<file path="config.mk">
export PLATFORM = sky130hd
export DESIGN_NAME = decode
export DESIGN_NICKNAME = d
export VERILOG_FILES = /design/src/rtl/decode.sv
export SDC_FILE = /design/constraint.sdc
export NUM_CORES = 2
export LEC_CHECK = 0
export ABC_CLOCK_PERIOD_IN_PS = 2500
export CORE_MARGIN = 4
export CORE_UTILIZATION = 58
export CTS_CLUSTER_DIAMETER = 150
export CTS_CLUSTER_SIZE = 24
export DETAILED_ROUTE_END_ITERATION = 7
export DONT_BUFFER_PORTS = 1
export PLACE_DENSITY = 0.84
export RECOVER_POWER = 50
export SLEW_MARGIN = 20
export SYNTH_ARGS = -nofsm -noshare
export SYNTH_HDL_FRONTEND = slang
export SYNTH_SLANG_ARGS = --single-unit
</file>
<file path="constraint.sdc">
create_clock -name clk -period 2.5 [get_ports clk]
set_clock_uncertainty 0.15 [all_clocks]
set_input_delay 0.5 -clock clk [delete_from_list [all_inputs] [get_ports clk]]
set_output_delay 0.5 -clock clk [all_outputs]
set_load 0.03 [all_outputs]
</file>
<file path="src/rtl/decode.sv">
// RV32I decode stage: register file, immediate/control decode, load-use stall, id_ex register.
// Optional write-through register file bypass is enabled by defining REGFILE_BYPASS_EN.
module decode #(
  parameter int XLEN = 32,
  parameter int NREG = 32
) (
  input  logic                    clk,
  input  logic                    rst_n,
  input  logic [XLEN-1:0]         if_id__pc,
  input  logic [31:0]             if_id__ins,
  input  logic                    pipe_flush,
  input  logic                    mb_if__jump_taken,
  input  logic                    wb_id__we,
  input  logic [$clog2(NREG)-1:0] wb_id__rd,
  input  logic [XLEN-1:0]         wb_id__data,
  output logic                    data_hazard,
  output logic                    id_ex__valid,
  output logic [XLEN-1:0]         id_ex__pc,
  output logic [XLEN-1:0]         id_ex__rs1_data,
  output logic [XLEN-1:0]         id_ex__rs2_data,
  output logic [XLEN-1:0]         id_ex__imm,
  output logic [$clog2(NREG)-1:0] id_ex__rd,
  output logic [4:0]              id_ex__opcode,
  output logic [2:0]              id_ex__funct3,
  output logic                    id_ex__funct7b5,
  output logic                    id_ex__illegal
);
  localparam int RW = $clog2(NREG);

  localparam logic [4:0] OP_LOAD   = 5'b00000;
  localparam logic [4:0] OP_MISC   = 5'b00011;
  localparam logic [4:0] OP_IMM    = 5'b00100;
  localparam logic [4:0] OP_AUIPC  = 5'b00101;
  localparam logic [4:0] OP_STORE  = 5'b01000;
  localparam logic [4:0] OP_OP     = 5'b01100;
  localparam logic [4:0] OP_LUI    = 5'b01101;
  localparam logic [4:0] OP_BRANCH = 5'b11000;
  localparam logic [4:0] OP_JALR   = 5'b11001;
  localparam logic [4:0] OP_JAL    = 5'b11011;
  localparam logic [4:0] OP_SYSTEM = 5'b11100;

  logic [XLEN-1:0] r_rf [NREG];

  logic            r_valid;
  logic [XLEN-1:0] r_pc;
  logic [XLEN-1:0] r_rs1_data;
  logic [XLEN-1:0] r_rs2_data;
  logic [XLEN-1:0] r_imm;
  logic [RW-1:0]   r_rd;
  logic [4:0]      r_opcode;
  logic [2:0]      r_funct3;
  logic            r_funct7b5;
  logic            r_illegal;

  logic [31:0]     w_ins;
  logic [4:0]      w_opcode;
  logic [RW-1:0]   w_rs1;
  logic [RW-1:0]   w_rs2;
  logic [XLEN-1:0] w_imm;
  logic            w_known;
  logic            w_has_rd;
  logic            w_use_rs1;
  logic            w_use_rs2;
  logic            w_illegal;
  logic [RW-1:0]   w_rd;
  logic [XLEN-1:0] w_rs1_data;
  logic [XLEN-1:0] w_rs2_data;
  logic            w_dv;
  logic            w_load_hit;
  logic            w_wb_hit;
  logic            w_hz;

  assign w_ins    = if_id__ins;
  assign w_opcode = w_ins[6:2];
  assign w_rs1    = w_ins[19:15];
  assign w_rs2    = w_ins[24:20];

  always_comb begin
    w_known   = 1'b1;
    w_has_rd  = 1'b1;
    w_use_rs2 = 1'b0;
    w_imm     = '0;
    case (w_opcode)
      OP_LUI, OP_AUIPC: w_imm = {w_ins[31:12], 12'b0};
      OP_JAL:  w_imm = {{12{w_ins[31]}}, w_ins[19:12], w_ins[20], w_ins[30:21], 1'b0};
      OP_JALR, OP_LOAD, OP_IMM: w_imm = {{20{w_ins[31]}}, w_ins[31:20]};
      OP_BRANCH: begin
        w_imm     = {{20{w_ins[31]}}, w_ins[7], w_ins[30:25], w_ins[11:8], 1'b0};
        w_has_rd  = 1'b0;
        w_use_rs2 = 1'b1;
      end
      OP_STORE: begin
        w_imm     = {{20{w_ins[31]}}, w_ins[31:25], w_ins[11:7]};
        w_has_rd  = 1'b0;
        w_use_rs2 = 1'b1;
      end
      OP_OP:             w_use_rs2 = 1'b1;
      OP_MISC, OP_SYSTEM: w_known  = 1'b1;
      default:           w_known   = 1'b0;
    endcase
  end

  assign w_use_rs1 = !(w_opcode == OP_LUI || w_opcode == OP_AUIPC || w_opcode == OP_JAL);
  assign w_illegal = !w_known || (w_ins[1:0] != 2'b11);
  // Illegal instructions still issue, but must never claim a destination.
  assign w_rd      = (w_has_rd && !w_illegal) ? w_ins[11:7] : '0;

  always_ff @(posedge clk) begin
    if (wb_id__we && wb_id__rd != '0) r_rf[wb_id__rd] <= wb_id__data;
  end

  always_comb begin
    w_rs1_data = (w_rs1 == '0) ? '0 : r_rf[w_rs1];
    w_rs2_data = (w_rs2 == '0) ? '0 : r_rf[w_rs2];
`ifdef REGFILE_BYPASS_EN
    if (wb_id__we && wb_id__rd != '0 && wb_id__rd == w_rs1) w_rs1_data = wb_id__data;
    if (wb_id__we && wb_id__rd != '0 && wb_id__rd == w_rs2) w_rs2_data = wb_id__data;
`endif
  end

  // Stall protocol: data_hazard=1 means fetch holds if_id__pc/if_id__ins and decode
  // inserts a bubble; a redirect (jump) or flush masks the stall via w_dv.
  assign w_dv       = !pipe_flush && !mb_if__jump_taken;
  assign w_load_hit = r_valid && (r_opcode == OP_LOAD) && (r_rd != '0) &&
                      ((w_use_rs1 && w_rs1 == r_rd) || (w_use_rs2 && w_rs2 == r_rd));
`ifdef REGFILE_BYPASS_EN
  assign w_wb_hit   = 1'b0;
`else
  assign w_wb_hit   = wb_id__we && (wb_id__rd != '0) &&
                      ((w_use_rs1 && w_rs1 == wb_id__rd) || (w_use_rs2 && w_rs2 == wb_id__rd));
`endif
  assign w_hz        = w_dv && (w_load_hit || w_wb_hit);
  assign data_hazard = w_hz;

  always_ff @(posedge clk or negedge rst_n) begin
    if (!rst_n) begin
      r_valid    <= 1'b0;
      r_pc       <= '0;
      r_rs1_data <= '0;
      r_rs2_data <= '0;
      r_imm      <= '0;
      r_rd       <= '0;
      r_opcode   <= '0;
      r_funct3   <= '0;
      r_funct7b5 <= 1'b0;
      r_illegal  <= 1'b0;
    end else if (mb_if__jump_taken || pipe_flush || w_hz) begin
      r_valid <= 1'b0;
      r_rd    <= '0;
    end else begin
      r_valid    <= 1'b1;
      r_pc       <= if_id__pc;
      r_rs1_data <= w_rs1_data;
      r_rs2_data <= w_rs2_data;
      r_imm      <= w_imm;
      r_rd       <= w_rd;
      r_opcode   <= w_opcode;
      r_funct3   <= w_ins[14:12];
      r_funct7b5 <= w_ins[30];
      r_illegal  <= w_illegal;
    end
  end

  assign id_ex__valid    = r_valid;
  assign id_ex__pc       = r_pc;
  assign id_ex__rs1_data = r_rs1_data;
  assign id_ex__rs2_data = r_rs2_data;
  assign id_ex__imm      = r_imm;
  assign id_ex__rd       = r_rd;
  assign id_ex__opcode   = r_opcode;
  assign id_ex__funct3   = r_funct3;
  assign id_ex__funct7b5 = r_funct7b5;
  assign id_ex__illegal  = r_illegal;

endmodule

</file>
== Word-level counts from Yosys, hierarchy flattened ==
Memories as Yosys holds them, arrays and structs flattened.
Cells that the tools add are included.
Storage, ports and cells
  memories kept: 1
  flip-flop bits (word level): 144
  memory bits (writable): 1024
  output and inout port bits: 145
Operators by class
  equality and inequality tests: 15
  multiplexer cells: 11
  reduce and logical (&&, ||, !) cells: 36
Memories
  r_rf: words 32, width 32, rd ports 2, clocked after Yosys merged registers in 0, write ports 1, RTL line 42  | logic [XLEN-1:0] r_rf [NREG];
Operators by type and width (number)
  $pmux 32 s5: 1
  $mux 32: 2
  $eq 5x5->1: 4
  $eq 5x5->1 const B: 4
  $logic_not 5->1: 4
  $eq 5x4->1 const B: 3
  $logic_and 1x1->1: 12
  $reduce_or 11->1: 1
  $eq 5x3->1 const B: 2
  $mux 5: 2
  $reduce_bool 5->1: 2
  $logic_or 1x1->1: 8
  $mux 1: 6
  $reduce_or 3->1: 2
  $eq 5x2->1 const B: 1
  $logic_not 1->1: 5
  $reduce_or 2->1: 2
  $ne 2x2->1 const B: 1

== Longest topological paths before layout ==
  depth in word-level cells: 11
  mapped depth: 12
  mapped depth without buffers: 6

== Worst setup path after synthesis ==
OpenSTA, ideal clock, no wires.
  path type: input -> register
  from: input port wb_id__rd[4]
  to: memory r_rf[20][0] (enable)
  data arrival time: 2872 ps
  setup time: 421 ps
  stages: 6
  setup slack: -943 ps
  cell sequence: clkbuf_1 > or3_4 > o31ai_2 > or3_1 > clkbuf_1 > nor2_1
On the way
  word-level cells in the longest chain between the ends: 4
Ends and longest elaborated chain
  from (decl): RTL line 14  | input logic [$clog2(NREG)-1:0] wb_id__rd,
  $reduce_bool 5->1: RTL line 109  | if (wb_id__we && wb_id__rd != '0) r_rf[wb_id__rd] <= wb_id__data;
  $logic_and 1x1->1: RTL line 109
  $mux 1: RTL line 109
  $mux 1 (not written as such): RTL line 109
  to (decl): RTL line 42
Parallel ways exist; a longest one is shown, timed or not.

== Worst setup path in the final report ==
  from: input port if_id__ins[20]
  to: register r_rs2_data[1], in the netlist id_ex__rs2_data[1]
On the way
  word-level cells in the longest chain between the ends: 7
  elaborated cells on any way between the ends: 14
  classes of those cells: 2 x eq/ne; 1 x mux; 10 x reduce/logical; 1 x memory
Ends and longest elaborated chain
  from (decl): RTL line 10  | input logic [31:0] if_id__ins,
  branches (longest 7 deep; another with $mem_v2 32x32)
  to (signal assigned): RTL line 154  | r_rs2_data <= w_rs2_data;
  to (decl): RTL line 47  | logic [XLEN-1:0] r_rs2_data;
Several ways; the timed one is not identified.
A chain may end at the register's enable or synchronous reset.

==> impl_metrics.ini <==
[status]
status = complete, but fails checks
violations = hold timing, capacitance limit, slew limit, setup timing

[clock_tree]
cts_buffers = 54
cts_buffer_depth = 3
insertion_delay_ns = 0.68
clkSlewWorstSetupHoldPaths_ns = 0.10
clock-root-buffer = clkbuf_16
cts-htree-levels = 2
cts_tree = done
clock-sinks = 1168
hold_buffers = 96

[worst_setup_path]
path_class = input port to register
endpoint = id_ex__rs2_data[1]
startpoint = if_id__ins[20]
critPathBufInv = 2
slowest_delay_ns = 1.10
critPathLaunchType = input port
cp_top_family = simple AND/OR/NAND/NOR gates
cp.arrival_ns = 4.03
reg2reg_to = id_ex__pc[28]
regToRegStartpoint = id_ex__rd[4]
timing.reg2reg.setup_slack_ns = -0.16
path_cells = or4_1 > nand2_1 > buf_12 > buf_4 > nor2_1 > a221oi_1 > a32oi_1 > mux2_2
reg2reg_depth = 9
cp.depth = 8
endpoint_kind = register
slowest_stage = or4_1
worstPathMaxFanout = 267
worstPathRequired_ns = 2.90

[synth]
yosys-top-cells-count = 1024 x edfxtp_1, 381 x mux4_2, 324 x mux2i_1, 144 x dfrtp_1, 125 x clkbuf_1
syn_avg_cell_area_um2 = 17.8
synth_most_common_cell = edfxtp_1
ys_ff_latch = 1168
synth-main-ff-cell = edfxtp_1
synthDistinctLibCells = 63
ys_top_cells_by_area = edfxtp_1 58%, mux4_2 16%, dfrtp_1 6.7%, mux2i_1 6.1%, a221oi_1 2.0%
ys_seq_area_share_pct = 64.3
yosysTopAreaCell = edfxtp_1
synth-async-reset-ratio_pct = 12.3
synth_edf_count = 1024
synth.cell_area_mm2 = 0.0534
ys.warnings.count = 0
synth.top_cell.area_share_pct = 57.5
synth_cells = 3009

[placement]
port_buffers = 0
dp_slack_ns = -0.426
post-dp-hpwl_mm = 93.1
gp_congestion = 0.911
dp.cells = 4166

[finish]
layout.nets = 3250
area_growth_syn_to_layout_pct = 10.2
num-fill-cells = 5919
fin_cells = 4383
layout-drive-gt1-share_pct = 25.0

[floorplanning]
num_rows = 111
initial_utilization_pct = 58.4
die_area_mm2 = 0.0971
io_pins = 251
dieWidth_um = 312
die_h_um = 312
core_area_mm2 = 0.0915

[routing]
drt_iter0_markers = 5812
drtPass1Iterations = 7
via_count = 32900
viasPerCell = 7.51
wl_mm = 159
avgRoutedWirePerCell_um = 36.3
drc_errors = 0
antenna_left = 0

[worst_hold_path]
hold_path_class = input port to asynchronous set/reset pin

[sta]
final_hold_viol_count = 144
relSlewSlack_pct = -40.4
fmax_mhz = 276
drv_slew = 358
grt_setup_unrepaired = yes
setup_viol = 120
worst_slew_pin_slew_ns = 2.11
finalCritPeriodShare_pct = 145
fin_ws_ns = -1.13
whs_ns = -0.645
period_minus_slack_ns = 3.63

[power_and_ir_drop]
p_leak_nw = 20.0
max-vdd-ir-drop_mv = 0.713
power_density_mw_per_mm2 = 628

[global_routing]
grt_pass1_wl_mm = 229
overflow = 0
grt_max_degree = 332
grt_pass1_vias = 33500
antenna_found_initial = 12
grt.total_usage_pct = 32.2

[run]
maxCapViolCount = 9
-- cell type report --
type / count / area [um2] / share of cell area (%)
multi-input combinational: 1581 / 18200 / 30.9
sequential: 1168 / 34400 / 58.3
inverter: 43 / 161 / 0.274
clock inverter: 3 / 41.3 / 0.0701
clock buffer: 99 / 1540 / 2.62
tap: 1186 / 1480 / 2.52
timing repair buffer: 296 / 3120 / 5.29
antenna: 7 / 17.5 / 0.0297
-- sequential cells by signal, indices dropped and copies added (netlist names), 3 cells and up --
signal	cells
id_ex__opcode	5
id_ex__funct3	3
id_ex__rs1_data	32
id_ex__imm	32
id_ex__rd	5
r_rf	1024
id_ex__pc	32
id_ex__rs2_data	32
-- metrics by stage --
stage	setup TNS (ns)	power [mW]	utilization (%)	cell area, um2
floorplan	-372.40	25.8	-	53700
global placement	-36.72	26.6	61.9	56600
detailed placement	-38.77	26.7	61.9	56600
CTS	-22.38	36.9	64.8	59300
global route	-21.75	38.0	64.4	58900
finish	-40.31	37.0	64.4	58900
-- cell families after synthesis --
family | after synthesis | share of synthesized area (%)
AND/OR/NAND/NOR | 251 | 2.22
AO/OA/AOI/OAI | 465 | 6.15
flip-flops | 1168 | 64.3
other | 1 | 0.00702
multiplexers | 813 | 24.6
XOR/XNOR | 20 | 0.328
buffers and inverters | 291 | 2.45
-- cell usage in the layout (no fill, tap or decap), types with 63 or more instances in the layout --
master,instances
a221oi_1,120
o21ai_0,98
mux2i_1,324
nand2_1,92
buf_4,92
dlygate4sd3_1,85
clkbuf_1,72
a22oi_1,94
a21oi_1,63
dfrtp_1,143
mux2_2,84
edfxtp_1,1024
mux4_2,381
-- power breakdown --
part	total, mW	internal (mW)	switching [mW]
Combinational	3.62	1.87	1.75
Sequential	23.2	21.8	1.37
Clock	10.2	4.22	5.95
-- worst min path at each step --
stage,startpoint,slack [ns],end
6_report,rst_n,-0.64,id_ex__rs2_data[15]
5_1_grt,rst_n,-0.67,id_ex__rs2_data[16]
3_3_place_gp,rst_n,0.06,id_ex__imm[22]
3_5_place_dp,rst_n,0.06,id_ex__imm[8]
2_1_floorplan,rst_n,0.05,id_ex__funct3[0]
4_1_cts,rst_n,-0.67,id_ex__pc[15]
-- layer usage --
metal,part of all wire [%],track usage (%),vias up
li1,-,-,12700
met2,47,50.8,2854
met3,14,9.65,558
met1,33,41.7,16800
met4,5.9,15.2,8
met5,0.035,0,-
-- what timing repair did --
item	in CTS	in global routing
endpoints found under the hold margin	1250	144
gates resized for setup	7	14
gates cloned	3	1
endpoints found under the setup margin	73	144
buffers inserted	2	6
pin swaps	5	1
Power figures use the tool's default switching activity.
